`src/rtl/uart_frame_rx_if.sv`:
```
// rtl/uart_frame_rx_if.sv - Command and write-data bundle between uart_frame_rx and the one-wire engine
interface uart_frame_rx_if;
  logic       cmd;
  logic       en;
  logic [6:0] adders;
  logic [7:0] num;
  logic [7:0] wdata;
  logic       wdata_rd;
  logic       wdata_vld;
  logic       busy;
  logic       err;

  modport master (
    output cmd, en, adders, num, wdata, wdata_vld, busy, err,
    input  wdata_rd
  );

  modport slave (
    input  cmd, en, adders, num, wdata, wdata_vld, busy, err,
    output wdata_rd
  );
endinterface

```
`src/rtl/uart_frame_rx.sv`:
```
// rtl/uart_frame_rx.sv - UART command-frame receiver: byte deserialiser, frame parser, CRC-16/MODBUS check, write-data FIFO
// Define UART_PARITY_EN for 8E1 characters; a parity mismatch is handled as a framing error.
module uart_frame_rx #(
  parameter int         CLK_FREQ     = 50000000,
  parameter int         BAUD         = 115200,
  parameter int         DEPTH        = 16,
  parameter logic [7:0] SOF          = 8'hAA,
  parameter logic [7:0] EOF          = 8'h55,
  parameter int         TIMEOUT_BITS = 20
) (
  input  logic            clk,
  input  logic            rst,
  input  logic            rxd,
  uart_frame_rx_if.master bus
);

  localparam int BIT_CNT = CLK_FREQ / BAUD;
  localparam int HALF    = BIT_CNT / 2;
  localparam int BW      = (BIT_CNT > 1) ? $clog2(BIT_CNT) : 1;
  localparam int TO_MAX  = TIMEOUT_BITS * BIT_CNT;
  localparam int TW      = $clog2(TO_MAX + 1);
  localparam int PW      = (DEPTH > 1) ? $clog2(DEPTH) : 1;
  localparam int CW      = $clog2(DEPTH + 1);

  localparam logic [2:0] RX_IDLE  = 3'd0;
  localparam logic [2:0] RX_START = 3'd1;
  localparam logic [2:0] RX_DATA  = 3'd2;
  localparam logic [2:0] RX_STOP  = 3'd3;
`ifdef UART_PARITY_EN
  localparam logic [2:0] RX_PAR   = 3'd4;
`endif

  localparam logic [2:0] S_IDLE = 3'd0;
  localparam logic [2:0] S_ADDR = 3'd1;
  localparam logic [2:0] S_NUM  = 3'd2;
  localparam logic [2:0] S_DATA = 3'd3;
  localparam logic [2:0] S_CRC1 = 3'd4;
  localparam logic [2:0] S_CRC0 = 3'd5;
  localparam logic [2:0] S_EOF  = 3'd6;
  localparam logic [2:0] S_DONE = 3'd7;

  logic          rxd_s1_q, rxd_s2_q, rxd_s3_q;
  logic [2:0]    rx_st_q;
  logic [BW-1:0] bcnt_q;
  logic [2:0]    bit_q;
  logic [7:0]    rx_data_q;
  logic          rx_vld_q;
  logic          rx_ferr_q;
  logic          stop_good;
`ifdef UART_PARITY_EN
  logic          par_ok_q;
  assign stop_good = rxd_s2_q & par_ok_q;
`else
  assign stop_good = rxd_s2_q;
`endif

  always_ff @(posedge clk or negedge rst) begin
    if (!rst) begin
      rxd_s1_q  <= 1'b0;
      rxd_s2_q  <= 1'b0;
      rxd_s3_q  <= 1'b0;
      rx_st_q   <= RX_IDLE;
      bcnt_q    <= '0;
      bit_q     <= '0;
      rx_data_q <= '0;
      rx_vld_q  <= 1'b0;
      rx_ferr_q <= 1'b0;
`ifdef UART_PARITY_EN
      par_ok_q  <= 1'b0;
`endif
    end else begin
      rxd_s1_q  <= rxd;
      rxd_s2_q  <= rxd_s1_q;
      rxd_s3_q  <= rxd_s2_q;
      rx_vld_q  <= 1'b0;
      rx_ferr_q <= 1'b0;
      case (rx_st_q)
        RX_IDLE: begin
          if (rxd_s3_q && !rxd_s2_q) begin
            rx_st_q <= RX_START;
            bcnt_q  <= '0;
          end
        end
        RX_START: begin
          // Half a bit after the edge: still low means a real start bit.
          if (bcnt_q == BW'(HALF - 1)) begin
            bcnt_q <= '0;
            bit_q  <= '0;
            rx_st_q <= rxd_s2_q ? RX_IDLE : RX_DATA;
          end else begin
            bcnt_q <= bcnt_q + 1'b1;
          end
        end
        RX_DATA: begin
          if (bcnt_q == BW'(BIT_CNT - 1)) begin
            bcnt_q    <= '0;
            rx_data_q <= {rxd_s2_q, rx_data_q[7:1]};
            if (bit_q == 3'd7) begin
`ifdef UART_PARITY_EN
              rx_st_q <= RX_PAR;
`else
              rx_st_q <= RX_STOP;
`endif
            end else begin
              bit_q <= bit_q + 1'b1;
            end
          end else begin
            bcnt_q <= bcnt_q + 1'b1;
          end
        end
`ifdef UART_PARITY_EN
        RX_PAR: begin
          if (bcnt_q == BW'(BIT_CNT - 1)) begin
            bcnt_q   <= '0;
            par_ok_q <= (rxd_s2_q == ^rx_data_q);
            rx_st_q  <= RX_STOP;
          end else begin
            bcnt_q <= bcnt_q + 1'b1;
          end
        end
`endif
        RX_STOP: begin
          if (bcnt_q == BW'(BIT_CNT - 1)) begin
            bcnt_q    <= '0;
            rx_st_q   <= RX_IDLE;
            rx_vld_q  <= stop_good;
            rx_ferr_q <= !stop_good;
          end else begin
            bcnt_q <= bcnt_q + 1'b1;
          end
        end
        default: rx_st_q <= RX_IDLE;
      endcase
    end
  end

  logic [2:0]    st_q, st_d;
  logic [TW-1:0] to_cnt_q;
  logic          cmd_l_q;
  logic [6:0]    adr_l_q;
  logic [7:0]    num_l_q;
  logic [7:0]    dcnt_q;
  logic [15:0]   crc_q;
  logic [7:0]    crc_sh_q;
  logic [3:0]    crc_cnt_q;
  logic [15:0]   crc_rx_q;
  logic          cmd_q, en_q, err_q;
  logic [6:0]    adr_q;
  logic [7:0]    num_q;
  logic          abort, push, crc_ld, sof_take, sof_ok;

  logic [7:0]    mem_q [DEPTH];
  logic [PW-1:0] wr_q, rd_q;
  logic [CW-1:0] cnt_q;
  logic          vis_q;
  logic          wdata_vld, pop;

  assign wdata_vld = vis_q && (cnt_q != '0);
  assign pop       = bus.wdata_rd && wdata_vld;
  // The last pop frees the buffer in time to accept an SOF in the same cycle.
  assign sof_ok    = !wdata_vld || (bus.wdata_rd && cnt_q == CW'(1));

  always_comb begin
    st_d     = st_q;
    abort    = 1'b0;
    push     = 1'b0;
    crc_ld   = 1'b0;
    sof_take = 1'b0;
    if (st_q == S_DONE) begin
      st_d = S_IDLE;
    end else if (st_q != S_IDLE && rx_ferr_q) begin
      abort = 1'b1;
    end else if (st_q != S_IDLE && !rx_vld_q && to_cnt_q == TW'(TO_MAX - 1)) begin
      abort = 1'b1;
    end else if (rx_vld_q) begin
      case (st_q)
        S_IDLE: begin
          if (rx_data_q == SOF && sof_ok) begin
            st_d     = S_ADDR;
            sof_take = 1'b1;
          end
        end
        S_ADDR: begin
          crc_ld = 1'b1;
          st_d   = S_NUM;
        end
        S_NUM: begin
          crc_ld = 1'b1;
          if (cmd_l_q && (32'(rx_data_q) > 32'(DEPTH))) abort = 1'b1;
          else if (cmd_l_q && rx_data_q != 8'd0)         st_d  = S_DATA;
          else                                           st_d  = S_CRC1;
        end
        S_DATA: begin
          crc_ld = 1'b1;
          push   = 1'b1;
          if (dcnt_q == num_l_q - 8'd1) st_d = S_CRC1;
        end
        S_CRC1: st_d = S_CRC0;
        S_CRC0: st_d = S_EOF;
        S_EOF: begin
          if (rx_data_q == EOF && crc_rx_q == crc_q) st_d  = S_DONE;
          else                                       abort = 1'b1;
        end
        default: st_d = S_IDLE;
      endcase
    end
    if (abort) st_d = S_IDLE;
  end

  always_ff @(posedge clk or negedge rst) begin
    if (!rst) begin
      st_q      <= S_IDLE;
      to_cnt_q  <= '0;
      cmd_l_q   <= 1'b0;
      adr_l_q   <= '0;
      num_l_q   <= '0;
      dcnt_q    <= '0;
      crc_q     <= '0;
      crc_sh_q  <= '0;
      crc_cnt_q <= '0;
      crc_rx_q  <= '0;
      cmd_q     <= 1'b0;
      adr_q     <= '0;
      num_q     <= '0;
      en_q      <= 1'b0;
      err_q     <= 1'b0;
    end else begin
      st_q  <= st_d;
      en_q  <= (st_q == S_DONE);
      err_q <= abort;
      if (st_q == S_IDLE || rx_vld_q) to_cnt_q <= '0;
      else                            to_cnt_q <= to_cnt_q + 1'b1;

      // Reflected CRC-16, one bit per clock; a byte finishes long before the next arrives.
      if (sof_take) begin
        crc_q <= 16'hFFFF;
      end else if (crc_cnt_q != 4'd0) begin
        crc_q     <= {1'b0, crc_q[15:1]} ^ ((crc_q[0] ^ crc_sh_q[0]) ? 16'hA001 : 16'h0000);
        crc_sh_q  <= {1'b0, crc_sh_q[7:1]};
        crc_cnt_q <= crc_cnt_q - 4'd1;
      end
      if (crc_ld) begin
        crc_sh_q  <= rx_data_q;
        crc_cnt_q <= 4'd8;
      end

      if (rx_vld_q && st_q == S_ADDR) {cmd_l_q, adr_l_q} <= rx_data_q;
      if (rx_vld_q && st_q == S_NUM) begin
        num_l_q <= rx_data_q;
        dcnt_q  <= '0;
      end
      if (push) dcnt_q <= dcnt_q + 8'd1;
      if (rx_vld_q && st_q == S_CRC1) crc_rx_q[15:8] <= rx_data_q;
      if (rx_vld_q && st_q == S_CRC0) crc_rx_q[7:0]  <= rx_data_q;

      if (st_q == S_DONE) begin
        cmd_q <= cmd_l_q;
        adr_q <= adr_l_q;
        num_q <= num_l_q;
      end
    end
  end

  function automatic logic [PW-1:0] ptr_inc(input logic [PW-1:0] p);
    return (p == PW'(DEPTH - 1)) ? '0 : p + 1'b1;
  endfunction

  always_ff @(posedge clk or negedge rst) begin
    if (!rst) begin
      for (int i = 0; i < DEPTH; i++) mem_q[i] <= '0;
      wr_q  <= '0;
      rd_q  <= '0;
      cnt_q <= '0;
      vis_q <= 1'b0;
    end else if (abort) begin
      wr_q  <= '0;
      rd_q  <= '0;
      cnt_q <= '0;
      vis_q <= 1'b0;
    end else begin
      if (push) begin
        mem_q[wr_q] <= rx_data_q;
        wr_q        <= ptr_inc(wr_q);
      end
      if (pop) rd_q <= ptr_inc(rd_q);
      cnt_q <= cnt_q + CW'(push) - CW'(pop);
      // Data of a frame stays hidden until its en.
      if (st_q == S_DONE) vis_q <= 1'b1;
      else if (sof_take)  vis_q <= 1'b0;
    end
  end

  assign bus.cmd       = cmd_q;
  assign bus.en        = en_q;
  assign bus.adders    = adr_q;
  assign bus.num       = num_q;
  assign bus.err       = err_q;
  assign bus.wdata_vld = wdata_vld;
  assign bus.wdata     = wdata_vld ? mem_q[rd_q] : 8'h00;
  assign bus.busy      = (st_q != S_IDLE) || wdata_vld;

endmodule
```
`src/flat_wrapper.sv`:
```
// flat-port wrapper written by rule: the top's interface ports become plain ports
module uart_frame_rx_flat 
#(
  parameter int         CLK_FREQ     = 50000000,
  parameter int         BAUD         = 115200,
  parameter int         DEPTH        = 16,
  parameter logic [7:0] SOF          = 8'hAA,
  parameter logic [7:0] EOF          = 8'h55,
  parameter int         TIMEOUT_BITS = 20
)
  (clk, rst, rxd, bus_cmd, bus_en, bus_adders, bus_num, bus_wdata, bus_wdata_vld, bus_busy, bus_err, bus_wdata_rd);
  uart_frame_rx_if bus_i ();
  input  logic clk;
  input  logic rst;
  input  logic rxd;
  output wire logic [$bits(bus_i.cmd)-1:0] bus_cmd;
  output wire logic [$bits(bus_i.en)-1:0] bus_en;
  output wire logic [$bits(bus_i.adders)-1:0] bus_adders;
  output wire logic [$bits(bus_i.num)-1:0] bus_num;
  output wire logic [$bits(bus_i.wdata)-1:0] bus_wdata;
  output wire logic [$bits(bus_i.wdata_vld)-1:0] bus_wdata_vld;
  output wire logic [$bits(bus_i.busy)-1:0] bus_busy;
  output wire logic [$bits(bus_i.err)-1:0] bus_err;
  input wire logic [$bits(bus_i.wdata_rd)-1:0] bus_wdata_rd;
  assign bus_cmd = bus_i.cmd;
  assign bus_en = bus_i.en;
  assign bus_adders = bus_i.adders;
  assign bus_num = bus_i.num;
  assign bus_wdata = bus_i.wdata;
  assign bus_wdata_vld = bus_i.wdata_vld;
  assign bus_busy = bus_i.busy;
  assign bus_err = bus_i.err;
  assign bus_i.wdata_rd = bus_wdata_rd;
  uart_frame_rx #(.CLK_FREQ(CLK_FREQ), .BAUD(BAUD), .DEPTH(DEPTH), .SOF(SOF), .EOF(EOF), .TIMEOUT_BITS(TIMEOUT_BITS)) u_core (.clk(clk), .rst(rst), .rxd(rxd), .bus(bus_i));
endmodule
```
`config.mk`:
```
export PLATFORM = sky130hd
export DESIGN_NAME = uart_frame_rx_flat
export DESIGN_NICKNAME = d
export VERILOG_FILES = /design/src/rtl/uart_frame_rx_if.sv /design/src/rtl/uart_frame_rx.sv /design/src/flat_wrapper.sv
export SDC_FILE = /design/constraint.sdc
export NUM_CORES = 1
export LEC_CHECK = 0
export BUFFER_PORTS_ARGS = -buffer_cell sky130_fd_sc_hd__buf_2
export CAP_MARGIN = 40
export CORE_ASPECT_RATIO = 1.5
export CORE_MARGIN = 2
export CORE_UTILIZATION = 50
export CTS_CLUSTER_SIZE = 10
export DETAILED_ROUTE_END_ITERATION = 8
export GPL_ROUTABILITY_DRIVEN = 0
export PLACE_DENSITY_LB_ADDON = 0.2
export SLEW_MARGIN = 30
export SYNTH_ARGS = -nofsm -noshare
export SYNTH_HDL_FRONTEND = slang
export SYNTH_SLANG_ARGS = --single-unit
```
`constraint.sdc`:
```
create_clock -name clk -period 4.1 [get_ports clk]
set_input_delay 0.82 -clock clk [delete_from_list [all_inputs] [get_ports clk]]
set_output_delay 0.82 -clock clk [all_outputs]
set_load 0.01 [all_outputs]
```
==> results.toml <==
[clocking]
cts_buffer_depth = 3
cts_max_level = 1
cts_tree = "built"
cts_resized = 0
clock-sinks = 272
cts_root_buf = "clkbuf_16"
clk_latency_ns = 0.55
cts_buffers = 31
cts_setup_buffers = 0
cts_hold_buf = 0
clkSlewWorstSetupHoldPaths_ns = 0.06

[synthesis]
ys_seq_elements = 272
syn_avg_cell_area_um2 = 12.5
async_reset_ff_share_pct = 100
dominantRegCellSynth = "dfrtp_1"
synth_top_family_by_area = "multiplexers"
synth-seq-area-share_pct = 53.1
syn-num-nets = 1051
syn_inst = 1025
syn_area_um2 = 12800
yosysTopAreaCellShare_pct = 53.1
synth_area_leaders = "dfrtp_1 (53%), mux2_2 (13%), mux4_2 (7.0%)"
synth_compound_area_share_pct = 4.90
synthMuxAreaShare_pct = 23.6
yosysWarnings = 0
synth_fa_ha_area_share_pct = 2.20
netlist-cell-type-count = 63
synth-xor-area-share_pct = 3.14
synth-edff-count = 0
yosysTopAreaCell = "dfrtp_1"
yosys.area_share.simple_pct = 10.3

[global_routing]
grt_max_degree = 93
grt_pass1_vias = 8641
grt_pass1_wl_mm = 45.7
antenna_found_initial = 0
track_usage_pct = 21.1
overflow = 0

[route]
wl_per_cell_um = 19.8
ant_nets = 0
vias = 8088
drt_pre_antenna_iters = 6
drc_errors = 0
routed_wl_mm = 27.3
drt_iter0_drc = 543
via_per_inst = 5.85

[layout]
fill_cells = 2092
regArea_um2 = 6810
multi_input_comb_area_um2 = 5680
syn_to_final_growth_pct = 11.0
fin_area_um2 = 14200
num_antenna_cells = 0
drive_above_1_share_pct = 27.9
fin_nets = 1078
utilization_pct = 56.6

[power]
cellLeakagePower_nw = 6.84
worst_ir_drop_vdd_uv = 335
powerDensity_nw_per_um2 = 426

[critical_path]
worstPathArrival_ns = 2.60
cp-start-kind = "flop"
path_class = "flop to primary output"
r2r_cells = 15
critPathCaptureType = "primary output"
required_ns = 3.28
worst-path-max-fanout = 37

[timing]
fmax_ghz = 0.293
setup_viol = 0
rsz0062_at_grt = "false"
relSlewSlack_pct = 49.8
maxSlewViolCount = 0
fin_hold_ws_ns = 0.304
period_minus_slack_ns = 3.42
worst_pin_slew_ns = 0.750
finalCritPeriodShare_pct = 83.3
setup_ws_ns = 0.684
skew_ns = 0.0164
hold_viol = 0
setup_tns_ns = 0

[placed_design]
placed_cell_area_um2 = 13400
place_ws_ns = 1.03
portBuffers = 31
hpwlAfterDp_mm = 17.9

[min_path]
min_path_type = "input pin to async pin"

[status]
status = "complete, no violations"

[floorplan]
initial_core_util_pct = 51.0
die_h_um = 200
core_area_um2 = 25100
num_io_pins = 32
rows = 71
die_x_um = 135
dieArea_um2 = 27000

[run]
max_cap_viol_count = 0
==> per-stage QoR <==
stage,power [W],instances
2_1_floorplan,0.00347,1025
5_1_grt,0.00635,1383
3_5_place_dp,0.00372,1344
3_3_place_gp,0.00371,1341
6_report,0.00606,1383
4_1_cts,0.00614,1380
==> cells in the final DEF, fill, tap and decap left out, types with 4 or more instances in the layout <==
| cell type | instances |
|---|---|
| dfrtp_1 | 271 |
| mux2_2 | 150 |
| nand2_1 | 99 |
| nor2_1 | 48 |
| mux4_2 | 40 |
| nand3_1 | 39 |
| o21ai_0 | 34 |
| mux2_1 | 32 |
| clkbuf_16 | 31 |
| buf_2 | 30 |
| xnor2_1 | 25 |
| inv_1 | 24 |
| xor2_1 | 21 |
| ha_1 | 21 |
| nor2b_1 | 15 |
| buf_4 | 15 |
| a21oi_1 | 12 |
| nor3_1 | 11 |
| and3_1 | 9 |
| nand4_1 | 8 |
| a31oi_1 | 8 |
| mux2i_1 | 8 |
| o21ai_1 | 7 |
| o31ai_1 | 6 |
| nor4_1 | 5 |
| nand2b_1 | 5 |
| nor3b_1 | 5 |
| a222oi_1 | 5 |
| inv_2 | 4 |
==> synth_stat cells (all sizes together), types with 2 or more instances <==
library cell	instances
a21oi	12
nor2	48
nor4b	3
xnor2	25
o211ai	2
dfrtp	272
nor4bb	2
mux2i	8
ha	21
a311oi	2
clkbuf	49
and3	9
nand2	99
a31oi	8
nand2b	5
nor2b	15
o21ai	41
or2	3
o31ai	6
nor3	12
a222oi	5
and2	3
mux2	182
or4	3
a211oi	4
a22oi	2
nand4	8
mux4	40
or3	4
nor3b	7
nand3	39
buf	10
xor2	21
a21o	3
inv	28
nor4	7
o31a	2
==> power breakdown <==
group          internal (W)  switching (W)
sequential          0.00277       0.000121
combinational      0.000344       0.000417
clock               0.00141        0.00100
==> flip-flops by register name, summed over array words and instances (netlist names), 4 cells and up <==
signal and cells:
u_core.crc_q 16, u_core.rx_data_q 8, u_core.adr_l_q 7, u_core.crc_cnt_q 4, u_core.rd_q 4, u_core.bus.num 8, u_core.bus.adders 7, u_core.bcnt_q 9
u_core.crc_sh_q 8, u_core.wr_q 4, u_core.num_l_q 8, u_core.to_cnt_q 14, u_core.dcnt_q 8, u_core.crc_rx_q 16, u_core.cnt_q 5, u_core.mem_q 128
==> worst max-delay path, stage by stage, from the launching register on <==
cell and delay (ns):
dfrtp_2 0.37, buf_12 0.26, mux4_2 0.57, mux4_2 0.48, nor2b_1 0.18, buf_2 0.15
==> cell type report <==
| type | count | share of cell area, % |
|---|---|---|
| multi-input combinational | 666 | 39.9 |
| clock buffer | 34 | 5.60 |
| sequential | 272 | 47.8 |
| tap | 328 | 2.88 |
| inverter | 28 | 0.739 |
| clock inverter | 2 | 0.273 |
| timing repair buffer | 53 | 2.74 |
==> kinds of logic after synthesis <==
kind of cell / count (synthesis)
compound gates: 98
buf+inv: 87
mux: 230
flops: 272
simple gates: 270
xor+xnor: 46
fa+ha+maj: 22
==> path summary, 6_finish.rpt <==
check                           startpoint                 end  slack (ns)
hold / removal                         rst  u_core.to_cnt_q[9]        0.30
max in group asynchronous              rst    u_core.mem_q[64]        2.97
setup / recovery            u_core.rd_q[0]        bus_wdata[7]        0.68
setup reg to reg           u_core.cnt_q[3]     u_core.cnt_q[4]        1.11
min in group clk           u_core.rxd_s1_q     u_core.rxd_s2_q        0.36
hold reg to reg            u_core.rxd_s1_q     u_core.rxd_s2_q        0.36
==> layer usage <==
metal	vias to the layer above	track usage, %	share of wire (%)	routed length [um]
met2	174	36.7	51	14100
met1	4160	27.0	42	11300
met4	0	7.14	3.1	839
met5	-	0	0	0
li1	3698	-	-	-
met3	56	2.73	4.0	1090
Note: power is estimated with default switching activity, not from simulation.
